--- src/rtl/exposure_sequencer_if.sv ---
// exposure_sequencer_if: host command, table write and pulse-timer signal bundle for exposure_sequencer
interface exposure_sequencer_if;
  logic       iWR_EN;
  logic [3:0] iWR_ADDR;
  logic [7:0] iWR_DATA;
  logic [4:0] iNUM_FRAMES;
  logic [7:0] iLOOP_COUNT;
  logic       iSTART;
  logic       iABORT;
  logic       iPULSE;
  logic       oTRIGGER;
  logic [7:0] oMILLISEC_TO_COUNT;
  logic [3:0] oFRAME_INDEX;
  logic       oBUSY;
  logic       oDONE;
  modport master (
    output iWR_EN, iWR_ADDR, iWR_DATA, iNUM_FRAMES, iLOOP_COUNT, iSTART, iABORT, iPULSE,
    input  oTRIGGER, oMILLISEC_TO_COUNT, oFRAME_INDEX, oBUSY, oDONE
  );
  modport slave (
    input  iWR_EN, iWR_ADDR, iWR_DATA, iNUM_FRAMES, iLOOP_COUNT, iSTART, iABORT, iPULSE,
    output oTRIGGER, oMILLISEC_TO_COUNT, oFRAME_INDEX, oBUSY, oDONE
  );
endinterface

--- src/rtl/exposure_sequencer.sv ---
// exposure_sequencer: walks a 16-entry exposure table, triggering the ms pulse timer once per frame
module exposure_sequencer #(
  parameter int TRIG_CYCLES = 2,
  parameter int GAP_CYCLES  = 4
) (
  input logic iCLOCK50,
  input logic iRST_N,
  exposure_sequencer_if.slave bus
);
  localparam logic [2:0] IDLE      = 3'd0;
  localparam logic [2:0] TRIG      = 3'd1;
  localparam logic [2:0] WAIT_HIGH = 3'd2;
  localparam logic [2:0] WAIT_LOW  = 3'd3;
  localparam logic [2:0] GAP       = 3'd4;
  localparam logic [2:0] ADVANCE   = 3'd5;
  localparam int TW = TRIG_CYCLES > 1 ? $clog2(TRIG_CYCLES) : 1;
  localparam int GW = GAP_CYCLES > 1 ? $clog2(GAP_CYCLES) : 1;
  logic [2:0]    state, stateNext;
  logic [3:0]    frame, frameNext;
  logic [7:0]    entry [16];
  logic [4:0]    numFrames;
  logic [7:0]    loopCount, passCnt, msCount;
  logic [TW-1:0] trigCnt;
  logic [GW-1:0] gapCnt;
  logic          pulseSeen, startOk, lastFrame, passDone, trigLast, gapLast, abort;
  assign startOk   = bus.iSTART && bus.iNUM_FRAMES != 5'd0 && bus.iNUM_FRAMES <= 5'd16;
  assign lastFrame = {1'b0, frame} == numFrames - 5'd1;
  assign passDone  = loopCount != 8'd0 && passCnt + 8'd1 >= loopCount;
  assign trigLast  = int'(trigCnt) == TRIG_CYCLES - 1;
  assign gapLast   = GAP_CYCLES <= 1 || int'(gapCnt) == GAP_CYCLES - 1;
  assign abort     = state != IDLE && bus.iABORT;
  assign bus.oTRIGGER           = state == TRIG && !bus.iABORT;
  assign bus.oMILLISEC_TO_COUNT = msCount;
  assign bus.oFRAME_INDEX       = frame;
  assign bus.oBUSY              = state != IDLE;
  assign bus.oDONE              = state == ADVANCE && lastFrame && passDone && !bus.iABORT;
  always_comb begin
    stateNext = state;
    frameNext = frame;
    case (state)
      IDLE:      stateNext = startOk ? TRIG : IDLE;
      TRIG:      stateNext = trigLast ? WAIT_HIGH : TRIG;
      WAIT_HIGH: stateNext = (pulseSeen || bus.iPULSE) ? WAIT_LOW : WAIT_HIGH;
      WAIT_LOW:  stateNext = bus.iPULSE ? WAIT_LOW : GAP;
      GAP:       stateNext = gapLast ? ADVANCE : GAP;
      ADVANCE:   stateNext = (!lastFrame || !passDone) ? TRIG : IDLE;
      default:   stateNext = IDLE;
    endcase
    if (state == IDLE && startOk) frameNext = 4'd0;
    if (state == ADVANCE) frameNext = lastFrame ? 4'd0 : frame + 4'd1;
    if (abort) begin
      stateNext = IDLE;
      frameNext = 4'd0;
    end
  end
  always_ff @(posedge iCLOCK50 or negedge iRST_N) begin
    if (!iRST_N) begin
      state     <= IDLE;
      frame     <= 4'd0;
      numFrames <= 5'd0;
      loopCount <= 8'd0;
      passCnt   <= 8'd0;
      msCount   <= 8'd0;
      trigCnt   <= '0;
      gapCnt    <= '0;
      pulseSeen <= 1'b0;
      for (int i = 0; i < 16; i++) entry[i] <= 8'd0;
    end else begin
      state     <= stateNext;
      frame     <= frameNext;
      trigCnt   <= (state == TRIG && !trigLast) ? trigCnt + TW'(1) : '0;
      gapCnt    <= (state == GAP && !gapLast) ? gapCnt + GW'(1) : '0;
      // a pulse that rises and falls inside TRIG is remembered for WAIT_HIGH
      pulseSeen <= state == TRIG ? (pulseSeen || bus.iPULSE) : (state == WAIT_HIGH && pulseSeen);
      if (state == IDLE && startOk) begin
        numFrames <= bus.iNUM_FRAMES;
        loopCount <= bus.iLOOP_COUNT;
        passCnt   <= 8'd0;
      end else if (state == ADVANCE && lastFrame && loopCount != 8'd0) begin
        passCnt <= passCnt + 8'd1;
      end
      if (abort) passCnt <= 8'd0;
      if (bus.iWR_EN && state == IDLE) entry[bus.iWR_ADDR] <= bus.iWR_DATA;
      if (stateNext == TRIG && state != TRIG) msCount <= entry[frameNext];
    end
  end
endmodule

--- src/flat_wrapper.sv ---
// flat-port wrapper written by rule: the top's interface ports become plain ports
module exposure_sequencer_flat 
#(
  parameter int TRIG_CYCLES = 2,
  parameter int GAP_CYCLES  = 4
)
  (iCLOCK50, iRST_N, bus_iWR_EN, bus_iWR_ADDR, bus_iWR_DATA, bus_iNUM_FRAMES, bus_iLOOP_COUNT, bus_iSTART, bus_iABORT, bus_iPULSE, bus_oTRIGGER, bus_oMILLISEC_TO_COUNT, bus_oFRAME_INDEX, bus_oBUSY, bus_oDONE);
  exposure_sequencer_if bus_i ();
  input logic iCLOCK50;
  input logic iRST_N;
  input wire logic [$bits(bus_i.iWR_EN)-1:0] bus_iWR_EN;
  input wire logic [$bits(bus_i.iWR_ADDR)-1:0] bus_iWR_ADDR;
  input wire logic [$bits(bus_i.iWR_DATA)-1:0] bus_iWR_DATA;
  input wire logic [$bits(bus_i.iNUM_FRAMES)-1:0] bus_iNUM_FRAMES;
  input wire logic [$bits(bus_i.iLOOP_COUNT)-1:0] bus_iLOOP_COUNT;
  input wire logic [$bits(bus_i.iSTART)-1:0] bus_iSTART;
  input wire logic [$bits(bus_i.iABORT)-1:0] bus_iABORT;
  input wire logic [$bits(bus_i.iPULSE)-1:0] bus_iPULSE;
  output wire logic [$bits(bus_i.oTRIGGER)-1:0] bus_oTRIGGER;
  output wire logic [$bits(bus_i.oMILLISEC_TO_COUNT)-1:0] bus_oMILLISEC_TO_COUNT;
  output wire logic [$bits(bus_i.oFRAME_INDEX)-1:0] bus_oFRAME_INDEX;
  output wire logic [$bits(bus_i.oBUSY)-1:0] bus_oBUSY;
  output wire logic [$bits(bus_i.oDONE)-1:0] bus_oDONE;
  assign bus_i.iWR_EN = bus_iWR_EN;
  assign bus_i.iWR_ADDR = bus_iWR_ADDR;
  assign bus_i.iWR_DATA = bus_iWR_DATA;
  assign bus_i.iNUM_FRAMES = bus_iNUM_FRAMES;
  assign bus_i.iLOOP_COUNT = bus_iLOOP_COUNT;
  assign bus_i.iSTART = bus_iSTART;
  assign bus_i.iABORT = bus_iABORT;
  assign bus_i.iPULSE = bus_iPULSE;
  assign bus_oTRIGGER = bus_i.oTRIGGER;
  assign bus_oMILLISEC_TO_COUNT = bus_i.oMILLISEC_TO_COUNT;
  assign bus_oFRAME_INDEX = bus_i.oFRAME_INDEX;
  assign bus_oBUSY = bus_i.oBUSY;
  assign bus_oDONE = bus_i.oDONE;
  exposure_sequencer #(.TRIG_CYCLES(TRIG_CYCLES), .GAP_CYCLES(GAP_CYCLES)) u_core (.iCLOCK50(iCLOCK50), .iRST_N(iRST_N), .bus(bus_i));
endmodule
--- config.mk ---
export PLATFORM = sky130hd
export DESIGN_NAME = exposure_sequencer_flat
export DESIGN_NICKNAME = d
export VERILOG_FILES = /design/src/rtl/exposure_sequencer_if.sv /design/src/rtl/exposure_sequencer.sv /design/src/flat_wrapper.sv
export SDC_FILE = /design/constraint.sdc
export NUM_CORES = 1
export LEC_CHECK = 0
export CELL_PAD_IN_SITES_DETAIL_PLACEMENT = 0
export CELL_PAD_IN_SITES_GLOBAL_PLACEMENT = 1
export CORE_AREA = 2 2 185 96
export CTS_BUF_LIST = sky130_fd_sc_hd__clkbuf_4 sky130_fd_sc_hd__clkbuf_8
export DETAILED_ROUTE_END_ITERATION = 8
export DIE_AREA = 0 0 187 98
export MAX_ROUTING_LAYER = met4
export PLACE_DENSITY = 0.93
export SLEW_MARGIN = 20
export SYNTH_ARGS = -nofsm -noshare
export SYNTH_HDL_FRONTEND = slang
export SYNTH_SLANG_ARGS = --single-unit
--- constraint.sdc ---
create_clock -name iCLOCK50 -period 3.4 [get_ports iCLOCK50]
set_input_delay 0.51 -clock iCLOCK50 [delete_from_list [all_inputs] [get_ports iCLOCK50]]
set_output_delay 0.51 -clock iCLOCK50 [all_outputs]
set_load 0.01 [all_outputs]
-- After elaboration in Yosys (flattened, before gate mapping)
Cells that the tools add are included.
- add/sub/neg operators: 5
- magnitude comparators: 5
- equality and inequality tests: 9
- mux-type cells: 24
- bitwise operators: 2
- reduce and logical (&&, ||, !) cells: 28
- operator list (operator ; count):
    128-bit bitwise mux ; 1
    8-bit 2-to-1 mux ; 6
    8-bit binary-select mux with 4-bit select ; 1
    8-bit demux with 4-bit select ; 1
    3-bit case mux with 6 select lines ; 1
    1-bit logical AND ; 16
    4-bit 2-to-1 mux ; 4
    5-bit >= comparator, second input constant ; 2
    4-bit NOT with 5-bit output ; 2
    8-bit by 1-bit adder with 8-bit output, second input constant ; 1
    8-bit >= comparator ; 1
    8-bit nonzero test ; 1
    3-bit by 1-bit == test with 1-bit output, second input constant ; 2
    3-bit by 2-bit == test with 1-bit output, second input constant ; 2
    3-bit == test, second input constant ; 2
    1-bit 2-to-1 mux ; 6
    3-bit 2-to-1 mux ; 2
    3-bit nonzero test ; 2
    4-bit by 5-bit == test with 1-bit output ; 1
    5-bit <= comparator, second input constant ; 1
    1-bit zero test ; 5
    5-bit by 1-bit < comparator with 1-bit output, second input constant ; 1
    5-bit nonzero test ; 1
    5-bit by 1-bit subtractor with 5-bit output, second input constant ; 1
    other kinds (8) ; 10
- bits in registers: 168
- input port bits: 31
- output and inout bits: 15
- logic and storage cells: 98

-- Longest topological paths before layout
Gate-level depths: netlist (run 1).
- word-level depth: 11
- gate-level depth with buffers: 13

-- Worst setup path before layout (run 1)
No wires, ideal clock.
- path kind: register to output
- start: register u_core.passCnt[0]
- end: output bus_oDONE
- data arrival time: 2357 ps
- slack: 533 ps
- stages on the path, launching flop included: 10
- buffers on the path: 0
- cells stage by stage: dfrtp_1 > ha_1 > nand3_1 > nor2_1 > xor2_1 > ha_1 > nand4_1 > or3_1 > a221oi_1 > nor3b_1
- word-level cells in the longest chain between the ends: 5
- RTL lines (what ; line ; source):
    from (decl) ; exposure_sequencer.sv:22 ; logic [7:0] loopCount, passCnt, msCount;
    from (signal assigned) ; exposure_sequencer.sv:80 ; passCnt <= passCnt + 8'd1;
    8-bit by 1-bit adder with 8-bit output ; exposure_sequencer.sv:28 ; assign passDone = loopCount != 8'd0 && passCnt + 8'd1 >= loopCount;
    8-bit >= comparator ; exposure_sequencer.sv:28 ;
    1-bit logical AND ; exposure_sequencer.sv:28 ;
    1-bit logical AND (2 in a row) ; exposure_sequencer.sv:36 ; assign bus.oDONE = state == ADVANCE && lastFrame && passDone && !bus.iABORT;
    to (decl) ; flat_wrapper.sv:23 ; output wire logic [$bits(bus_i.oDONE)-1:0] bus_oDONE;
Every way passes these cells.

-- Worst setup path after layout (run 1)
- start: register u_core.passCnt[1]
- end: output bus_oDONE
The elaborated chain is that of the path after synthesis.

==> PnR_summary.wiki, run 1 <==
{| class="wikitable"
! Metric !! Value
|-
| Number of enable-type register cells in the synthesized netlist || 0
|-
| Reg2reg path depth || 15
|-
| Total cell area at the placement stage || 9220 sq um
|-
| Top Ports || 46
|-
| Maximum fanout encountered on the critical timing path || 3
|-
| Diode insertion count for antenna repair || 0
|-
| Async set-or-reset flop fraction in the synthesized netlist || 100%
|-
| Post-Synthesis Net Count || 749
|-
| Global router's overall resource usage || 24.4%
|-
| Leakage || 0.00425 uW
|-
| Total of warnings raised by yosys || 0
|-
| Category of the most critical setup path || flip-flop to output pin
|-
| Slew at the pin with the worst max-slew slack || 0.909 ns
|-
| Sum of overflow across all layers after global routing || 0
|-
| Crit path launch type || flip-flop
|-
| Layout-stage area growth over the synthesis result || 16.2%
|-
| Pwr per Cell Area || 759 nW/um^2
|-
| CTS root buffer || sky130_fd_sc_hd__clkbuf_8
|-
| Summed area of non-filler cells in the final layout || 9730 sq um
|-
| Clock network latency to the later pin of the worst-skew pair || 0.45 ns
|-
| Final setup fails || 0
|-
| Number of max-capacitance violations reported || 0
|-
| Antenna violations before repair || 0
|-
| Highest metal layer used by the detailed router || met4
|-
| Final count of pins violating max slew || 0
|-
| Clk pin slew, worst setup/hold paths || 0.10 ns
|-
| Clock Sink Count || 168
|-
| Register bit count reported by yosys || 168
|-
| Hold crit path type || primary input to async pin
|-
| Initial core utilization || 49.6%
|-
| Routed wire per std cell || 20.6 um
|-
| Detailed placer's ending HPWL || 14.8 mm
|-
| Worst hold margin || 0.0406 ns
|-
| First-pass GRT wire length || 33.5 mm
|-
| Register Area || 4210 sq um
|-
| Ratio of routed vias to standard cells || 5.97
|-
| CTS hold repair buffers || 0
|-
| H-Tree Level Count || 4
|-
| Relative slew slack || 38.9%
|-
| Run status || complete, no violations
|-
| Clock tree from TritonCTS || yes
|-
| Count of buffers from port buffering || 45
|-
| Routability cong. || 0.859
|-
| Worst path required time || 2.89 ns
|-
| Share of the cycle needed by the critical path after routing || 96.9%
|-
| Routed length on met2 || 9.21 mm
|-
| Post-route antenna net violation count || 0
|-
| Average size of a mapped cell || 11.9 sq um
|-
| Sum of met3 wire segment lengths after detailed routing || 1.19 mm
|-
| Number of nets in the layout || 809
|-
| Number of buffers created by CTS || 17
|-
| Row count || 34
|-
| Number of global-route vias before repair || 6,103
|-
| Count of mapped cells out of synthesis || 706
|-
| Core area || 16,900 sq um
|-
| Largest net degree at the start of global routing || 104
|-
| Number of vias after detailed routing || 6,045
|-
| DRC violation total after the first TritonRoute iteration || 612
|-
| Die boundary width || 187 um
|-
| Chip height || 98 um
|-
| Count of endpoints failing hold in the final timing report || 0
|-
| Most frequently used flop master after synthesis || sky130_fd_sc_hd__dfrtp_1
|-
| Layout cell share with drive strength beyond 1 || 31.6%
|-
| Total Die Area || 18,300 sq um
|-
| Multi-input combinational cell area || 3950 sq um
|-
| Unique cell type count in the Yosys netlist || 65
|-
| Syn Std Cell Area || 8370 sq um
|-
| Final setup skew || 0.0132 ns
|-
| Routed met1 length || 10.3 mm
|-
| Number of search-and-repair iterations in the first detailed-routing pass || 5
|-
| Filler cell count || 1,338
|-
| Min cycle time layout || 3.29 ns
|-
| RSZ-0062 raised after global routing || yes
|-
| Sequential area share after synthesis || 50.2%
|-
| Max Root-Sink Buffers || 2
|-
| Fmax achieved || 0.304 GHz
|-
| DRC viols || 0
|-
| Data arrival time at the worst-slack endpoint || 2.78 ns
|-
| Peak supply drop || 0.339 mV
|-
| WL final || 20.9 mm
|-
| Crit end category || output pin
|}
==> flip-flops by register name, indices dropped and copies added (netlist names) <==
name	cells
u_core.bus.oMILLISEC_TO_COUNT	8
u_core.entry	128
u_core.gapCnt	2
u_core.passCnt	8
u_core.trigCnt	1
u_core.pulseSeen	1
u_core.bus.oFRAME_INDEX	4
u_core.loopCount	8
u_core.numFrames	5
u_core.state	3
==> synthesized netlist by cell type, types with 4 or more instances <==
library cell | instances | area, sq um
sky130_fd_sc_hd__a211oi_1 | 35 | 263
sky130_fd_sc_hd__a21o_1 | 4 | 30.0
sky130_fd_sc_hd__a21oi_1 | 5 | 25.0
sky130_fd_sc_hd__a221oi_1 | 8 | 70.1
sky130_fd_sc_hd__a311oi_1 | 14 | 123
sky130_fd_sc_hd__and3_1 | 5 | 31.3
sky130_fd_sc_hd__buf_2 | 13 | 65.1
sky130_fd_sc_hd__clkbuf_1 | 24 | 90.1
sky130_fd_sc_hd__dfrtp_1 | 168 | 4200
sky130_fd_sc_hd__ha_1 | 12 | 150
sky130_fd_sc_hd__inv_1 | 19 | 71.3
sky130_fd_sc_hd__inv_2 | 5 | 18.8
sky130_fd_sc_hd__mux2_2 | 134 | 1510
sky130_fd_sc_hd__mux2i_1 | 12 | 120
sky130_fd_sc_hd__mux4_2 | 8 | 180
sky130_fd_sc_hd__nand2_1 | 89 | 334
sky130_fd_sc_hd__nand3_1 | 23 | 115
sky130_fd_sc_hd__nor2_1 | 21 | 78.8
sky130_fd_sc_hd__nor2b_1 | 9 | 56.3
sky130_fd_sc_hd__nor3_1 | 4 | 20.0
sky130_fd_sc_hd__nor3b_1 | 4 | 30.0
sky130_fd_sc_hd__o21ai_0 | 10 | 50.1
sky130_fd_sc_hd__o31ai_1 | 8 | 60.1
sky130_fd_sc_hd__xnor2_1 | 8 | 70.1
sky130_fd_sc_hd__xor2_1 | 10 | 87.6
==> final cells by class <==
class / count / share of cell area (%)
Timing Repair Buffer: 83 / 8.03
Multi-Input combinational cell: 471 / 40.6
Clock inverter: 14 / 1.68
Inverter: 25 / 0.964
Tap cell: 234 / 3.01
Clock buffer: 18 / 2.54
Sequential cell: 168 / 43.2
==> worst max-delay path: stages (launching register included) <==
cell and delay, ns:
sky130_fd_sc_hd__dfrtp_1 0.44, sky130_fd_sc_hd__nand3_2 0.13, sky130_fd_sc_hd__nor2_4 0.15, sky130_fd_sc_hd__nand3_2 0.12
sky130_fd_sc_hd__xnor2_2 0.16, sky130_fd_sc_hd__ha_1 0.30, sky130_fd_sc_hd__nand4_1 0.08, sky130_fd_sc_hd__or3_4 0.35
sky130_fd_sc_hd__a221oi_4 0.25, sky130_fd_sc_hd__nor3b_2 0.20, sky130_fd_sc_hd__buf_2 0.15
==> routing by layer <==
layer | GRT usage [%] | up-vias
li1 | - | 2675
met1 | 35.7 | 3159
met2 | 34.9 | 187
met3 | 5.18 | 24
met4 | 5.43 | 0
met5 | - | -
==> stage by stage <==
stage	setup TNS [ns]	setup slack [ns]	total power, uW	instances	util (%)
2_1_floorplan	0	0.533	5020	706	-
3_3_place_gp	-0.0148	-0.0148	5700	977	54.6
3_5_place_dp	-0.0943	-0.0943	5880	977	54.6
4_1_cts	0	0.000397	7360	1012	57.4
5_1_grt	-0.0576	-0.0439	7790	1013	57.6
6_report	0	0.106	7390	1013	57.6
==> repair_timing <==
| action | in CTS | in global routing |
|---|---|---|
| resized for setup | 12 | 6 |
| buffers inserted | 3 | 1 |
| pin swaps | 2 | 7 |
| endpoints found under the setup margin | 1 | 1 |
==> power breakdown <==
part,internal (uW),switching [uW]
registers,2860,545
logic,1350,1170
clock network,692,777
total,4890,2490
==> final timing paths <==
check	start	to	slack [ns]
min in group iCLOCK50	u_core.gapCnt[0]$_DFF_PN0_	u_core.gapCnt[0]$_DFF_PN0_	0.45
min	iRST_N	u_core.trigCnt$_DFF_PN0_	0.04
max	u_core.passCnt[1]$_DFFE_PN0P_	bus_oDONE	0.11
max in group asynchronous	iRST_N	u_core.entry[59]$_DFFE_PN0P_	2.38
min reg2reg	u_core.gapCnt[0]$_DFF_PN0_	u_core.gapCnt[0]$_DFF_PN0_	0.45
max reg2reg	u_core.passCnt[1]$_DFFE_PN0P_	u_core.bus.oMILLISEC_TO_COUNT[3]$_DFFE_PN0P_	0.17
==> cells in the final DEF (no fill, tap or decap), types with 7 or more instances in the layout <==
master and instances:
sky130_fd_sc_hd__a211oi_1 35, sky130_fd_sc_hd__a221oi_1 7, sky130_fd_sc_hd__a311oi_1 14, sky130_fd_sc_hd__buf_4 34, sky130_fd_sc_hd__clkbuf_8 18, sky130_fd_sc_hd__clkdlybuf4s50_1 43
sky130_fd_sc_hd__dfrtp_1 167, sky130_fd_sc_hd__ha_1 11, sky130_fd_sc_hd__inv_1 19, sky130_fd_sc_hd__mux2_2 134, sky130_fd_sc_hd__mux2i_1 12, sky130_fd_sc_hd__mux4_2 8
sky130_fd_sc_hd__nand2_1 89, sky130_fd_sc_hd__nand3_1 20, sky130_fd_sc_hd__nor2_1 19, sky130_fd_sc_hd__nor2b_1 9, sky130_fd_sc_hd__o21ai_0 10, sky130_fd_sc_hd__o31ai_1 8
sky130_fd_sc_hd__xnor2_1 7, sky130_fd_sc_hd__xor2_1 10
==> kinds of logic after synthesis <==
kind of cell / count (synthesis) / synth area share [%]
AOI/OAI and AO/OA: 105 / 10.1
xor gates and xnor gates: 18 / 1.88
buffers and inverters: 67 / 3.51
DFF: 168 / 50.2
and+or+nand+nor: 181 / 10.8
adders and majority gates: 12 / 1.79
muxes: 155 / 21.8
No activity file was read; power rests on OpenSTA's default activity.
==> run 2: changes to the inputs <==
- CORE_AREA: 2 2 185 96 -> 2 2 196 102
- DIE_AREA: 0 0 187 98 -> 0 0 198 104
- GPL_ROUTABILITY_DRIVEN: not set -> 0
- PLACE_DENSITY: 0.93 -> 0.85
==> run 2 against run 1 <==
  * Setup slack got worse by 0.095 ns
  * Critical path depth unchanged
  * Hold slack improved by 0.048 ns
  * Flip-flop and latch count unchanged
==> PnR_summary.wiki, run 2 (synthesis gave the netlist of run 1 again) <==
{| class="wikitable"
! Metric !! Value
|-
| Run status || complete, no violations
|-
| Crit path launch type || flip-flop
|-
| Max Root-Sink Buffers || 2
|-
| R2R Setup Slk || 0.23 ns
|-
| Leakage || 0.00421 uW
|-
| Chip height || 104 um
|-
| Slew at the pin with the worst max-slew slack || 0.866 ns
|-
| DRC violation total after the first TritonRoute iteration || 452
|-
| Worst stage delay on the critical path || 0.43 ns
|-
| Multi-input combinational cell area || 3920 sq um
|-
| Die boundary width || 198 um
|-
| Final count of pins violating max slew || 0
|-
| Commonest non-fill, non-tap cell in the layout || sky130_fd_sc_hd__dfrtp_1
|-
| WL final || 21.1 mm
|-
| Layout cell share with drive strength beyond 1 || 30.9%
|-
| Number of max-capacitance violations reported || 0
|-
| Number of buffers created by CTS || 17
|-
| Clock Sink Count || 168
|-
| Worst hold margin || 0.0886 ns
|-
| Number of vias after detailed routing || 5,981
|-
| Layout-stage area growth over the synthesis result || 16.0%
|-
| Ratio of routed vias to standard cells || 5.73
|-
| CTS root buffer || sky130_fd_sc_hd__clkbuf_8
|-
| Global router's overall resource usage || 22.3%
|-
| Post-route antenna net violation count || 0
|-
| Fmax achieved || 0.295 GHz
|-
| Antenna violations before repair || 0
|-
| Final setup fails || 0
|-
| RSZ-0062 raised after global routing || yes
|-
| Final setup skew || 0.0209 ns
|-
| Total Die Area || 20,600 sq um
|-
| Largest net degree at the start of global routing || 92
|-
| Commonest cells after routing, fill and taps aside || sky130_fd_sc_hd__dfrtp_1 (168), sky130_fd_sc_hd__mux2_2 (134), sky130_fd_sc_hd__nand2_1 (89), sky130_fd_sc_hd__clkdlybuf4s50_1 (43), sky130_fd_sc_hd__a211oi_1 (35)
|-
| Count of buffers from port buffering || 45
|-
| Detailed placer's ending HPWL || 15.0 mm
|-
| Pwr per Cell Area || 758 nW/um^2
|-
| Worst path required time || 2.89 ns
|-
| Hold crit path type || primary input to async pin
|-
| Relative slew slack || 41.7%
|-
| Cell repeated most along the worst path || sky130_fd_sc_hd__buf_4
|-
| Cell-by-cell listing of the critical path || ha_2, buf_4, xor2_1, ha_1, a211oi_1, or3_1, a221oi_2, buf_4, nor3b_2, buf_2
|-
| Maximum fanout encountered on the critical timing path || 3
|-
| Number of search-and-repair iterations in the first detailed-routing pass || 7
|-
| First-pass GRT wire length || 34.5 mm
|-
| Register containing the most flip-flops in the final layout || u_core.entry
|-
| Row count || 36
|-
| Min cycle time layout || 3.39 ns
|-
| Peak supply drop || 0.356 mV
|-
| Data arrival time at the worst-slack endpoint || 2.88 ns
|-
| Filler cell count || 1,621
|-
| Pre-CTS worst setup slack || -0.0587 ns
|-
| Diode insertion count for antenna repair || 0
|-
| Core area || 19,000 sq um
|-
| Routed wire per std cell || 20.2 um
|-
| Register Area || 4200 sq um
|-
| Crit end category || output pin
|-
| Category of the most critical setup path || flip-flop to output pin
|-
| Clk pin slew, worst setup/hold paths || 0.10 ns
|-
| CTS hold repair buffers || 0
|-
| Flip-flop count of the largest register after layout || 128
|-
| Reg2reg path depth || 10
|-
| Sum of overflow across all layers after global routing || 0
|-
| Number of global-route vias before repair || 6,212
|-
| Share of the cycle needed by the critical path after routing || 99.7%
|-
| Initial core utilization || 44.2%
|-
| Slowest stage cell, crit path || sky130_fd_sc_hd__dfrtp_1
|-
| Clock network latency to the later pin of the worst-skew pair || 0.47 ns
|-
| H-Tree Level Count || 4
|-
| Number of nets in the layout || 807
|-
| Top Ports || 46
|-
| Min setup slack post-route || 0.0110 ns
|-
| DRC viols || 0
|-
| Count of endpoints failing hold in the final timing report || 0
|-
| Clock tree from TritonCTS || yes
|}
run 2: cell count changes in the layout (fill, tap and decap cells not counted), sizes merged:
| cell | previous run | this run |
|---|---|---|
| clkinvlp | 1 | 3 |
| clkbuf | 18 | 19 |
| inv | 28 | 27 |
| buf | 40 | 38 |
| clkinv | 8 | 6 |
run 2: timing repair:
| action | in CTS | in global routing |
|---|---|---|
| gates resized for setup | 11 | 2 |
| pin swaps | 3 | 0 |
| endpoints found under the setup margin | 1 | 1 |
| buffers inserted | 1 | 0 |
run 2: per-layer routing:
layer	vias to the layer above	global-route usage, %	part of all wire (%)
met2	180	31.1	43
met4	0	5.59	1.1
met1	3097	33.4	50
li1	2676	-	-
met3	28	4.28	5.6
met5	-	-	0
run 2: stage by stage:
stage                     std cells  utilization (%)  TNS (ns)  total power (uW)  cell area [sq um]
final                          1043             51.2         0              7360               9710
after global routing           1043             51.2   -0.0979              7820               9710
after CTS                      1043             51.2         0              7390               9700
after detailed placement       1010             48.9   -0.0735              5920               9270
after global placement         1010             48.9  -0.00391              5720               9270
after floorplan                 706                -         0              5020               8370
run 2: critical path, delay by kind of cell (launching register included):
kind	cells	cell delay [ns]
AOI/OAI and AO/OA	2	0.32
xor gates and xnor gates	1	0.14
adders and majority gates	2	0.51
buffers and inverters	3	0.48
DFF	1	0.43
and+or+nand+nor	2	0.53
run 2: worst paths after layout:
check	from	end
min in group iCLOCK50	u_core.gapCnt[0]$_DFF_PN0_	u_core.gapCnt[0]$_DFF_PN0_
hold reg to reg	u_core.gapCnt[0]$_DFF_PN0_	u_core.gapCnt[0]$_DFF_PN0_
setup / recovery	u_core.passCnt[1]$_DFFE_PN0P_	bus_oDONE
max in group asynchronous	iRST_N	u_core.loopCount[4]$_DFFE_PN0P_
hold / removal	iRST_N	u_core.state[1]$_DFF_PN0_
setup reg to reg	u_core.state[0]$_DFF_PN0_	u_core.bus.oMILLISEC_TO_COUNT[6]$_DFFE_PN0P_
run 2: power breakdown:
| group | internal (uW) | switching [uW] | total (uW) |
|---|---|---|---|
| logic | 1360 | 1160 | 2510 |
| clock network | 687 | 780 | 1470 |
| registers | 2850 | 528 | 3380 |
run 2: cell type report:
cell class | count | share of cell area [%]
flip-flops and latches | 168 | 43.3
multi-input cells | 471 | 40.3
repair buffers | 81 | 7.90
well taps | 266 | 3.43
clock buffers | 19 | 2.63
clock inverters | 13 | 1.48
inverters | 25 | 0.966
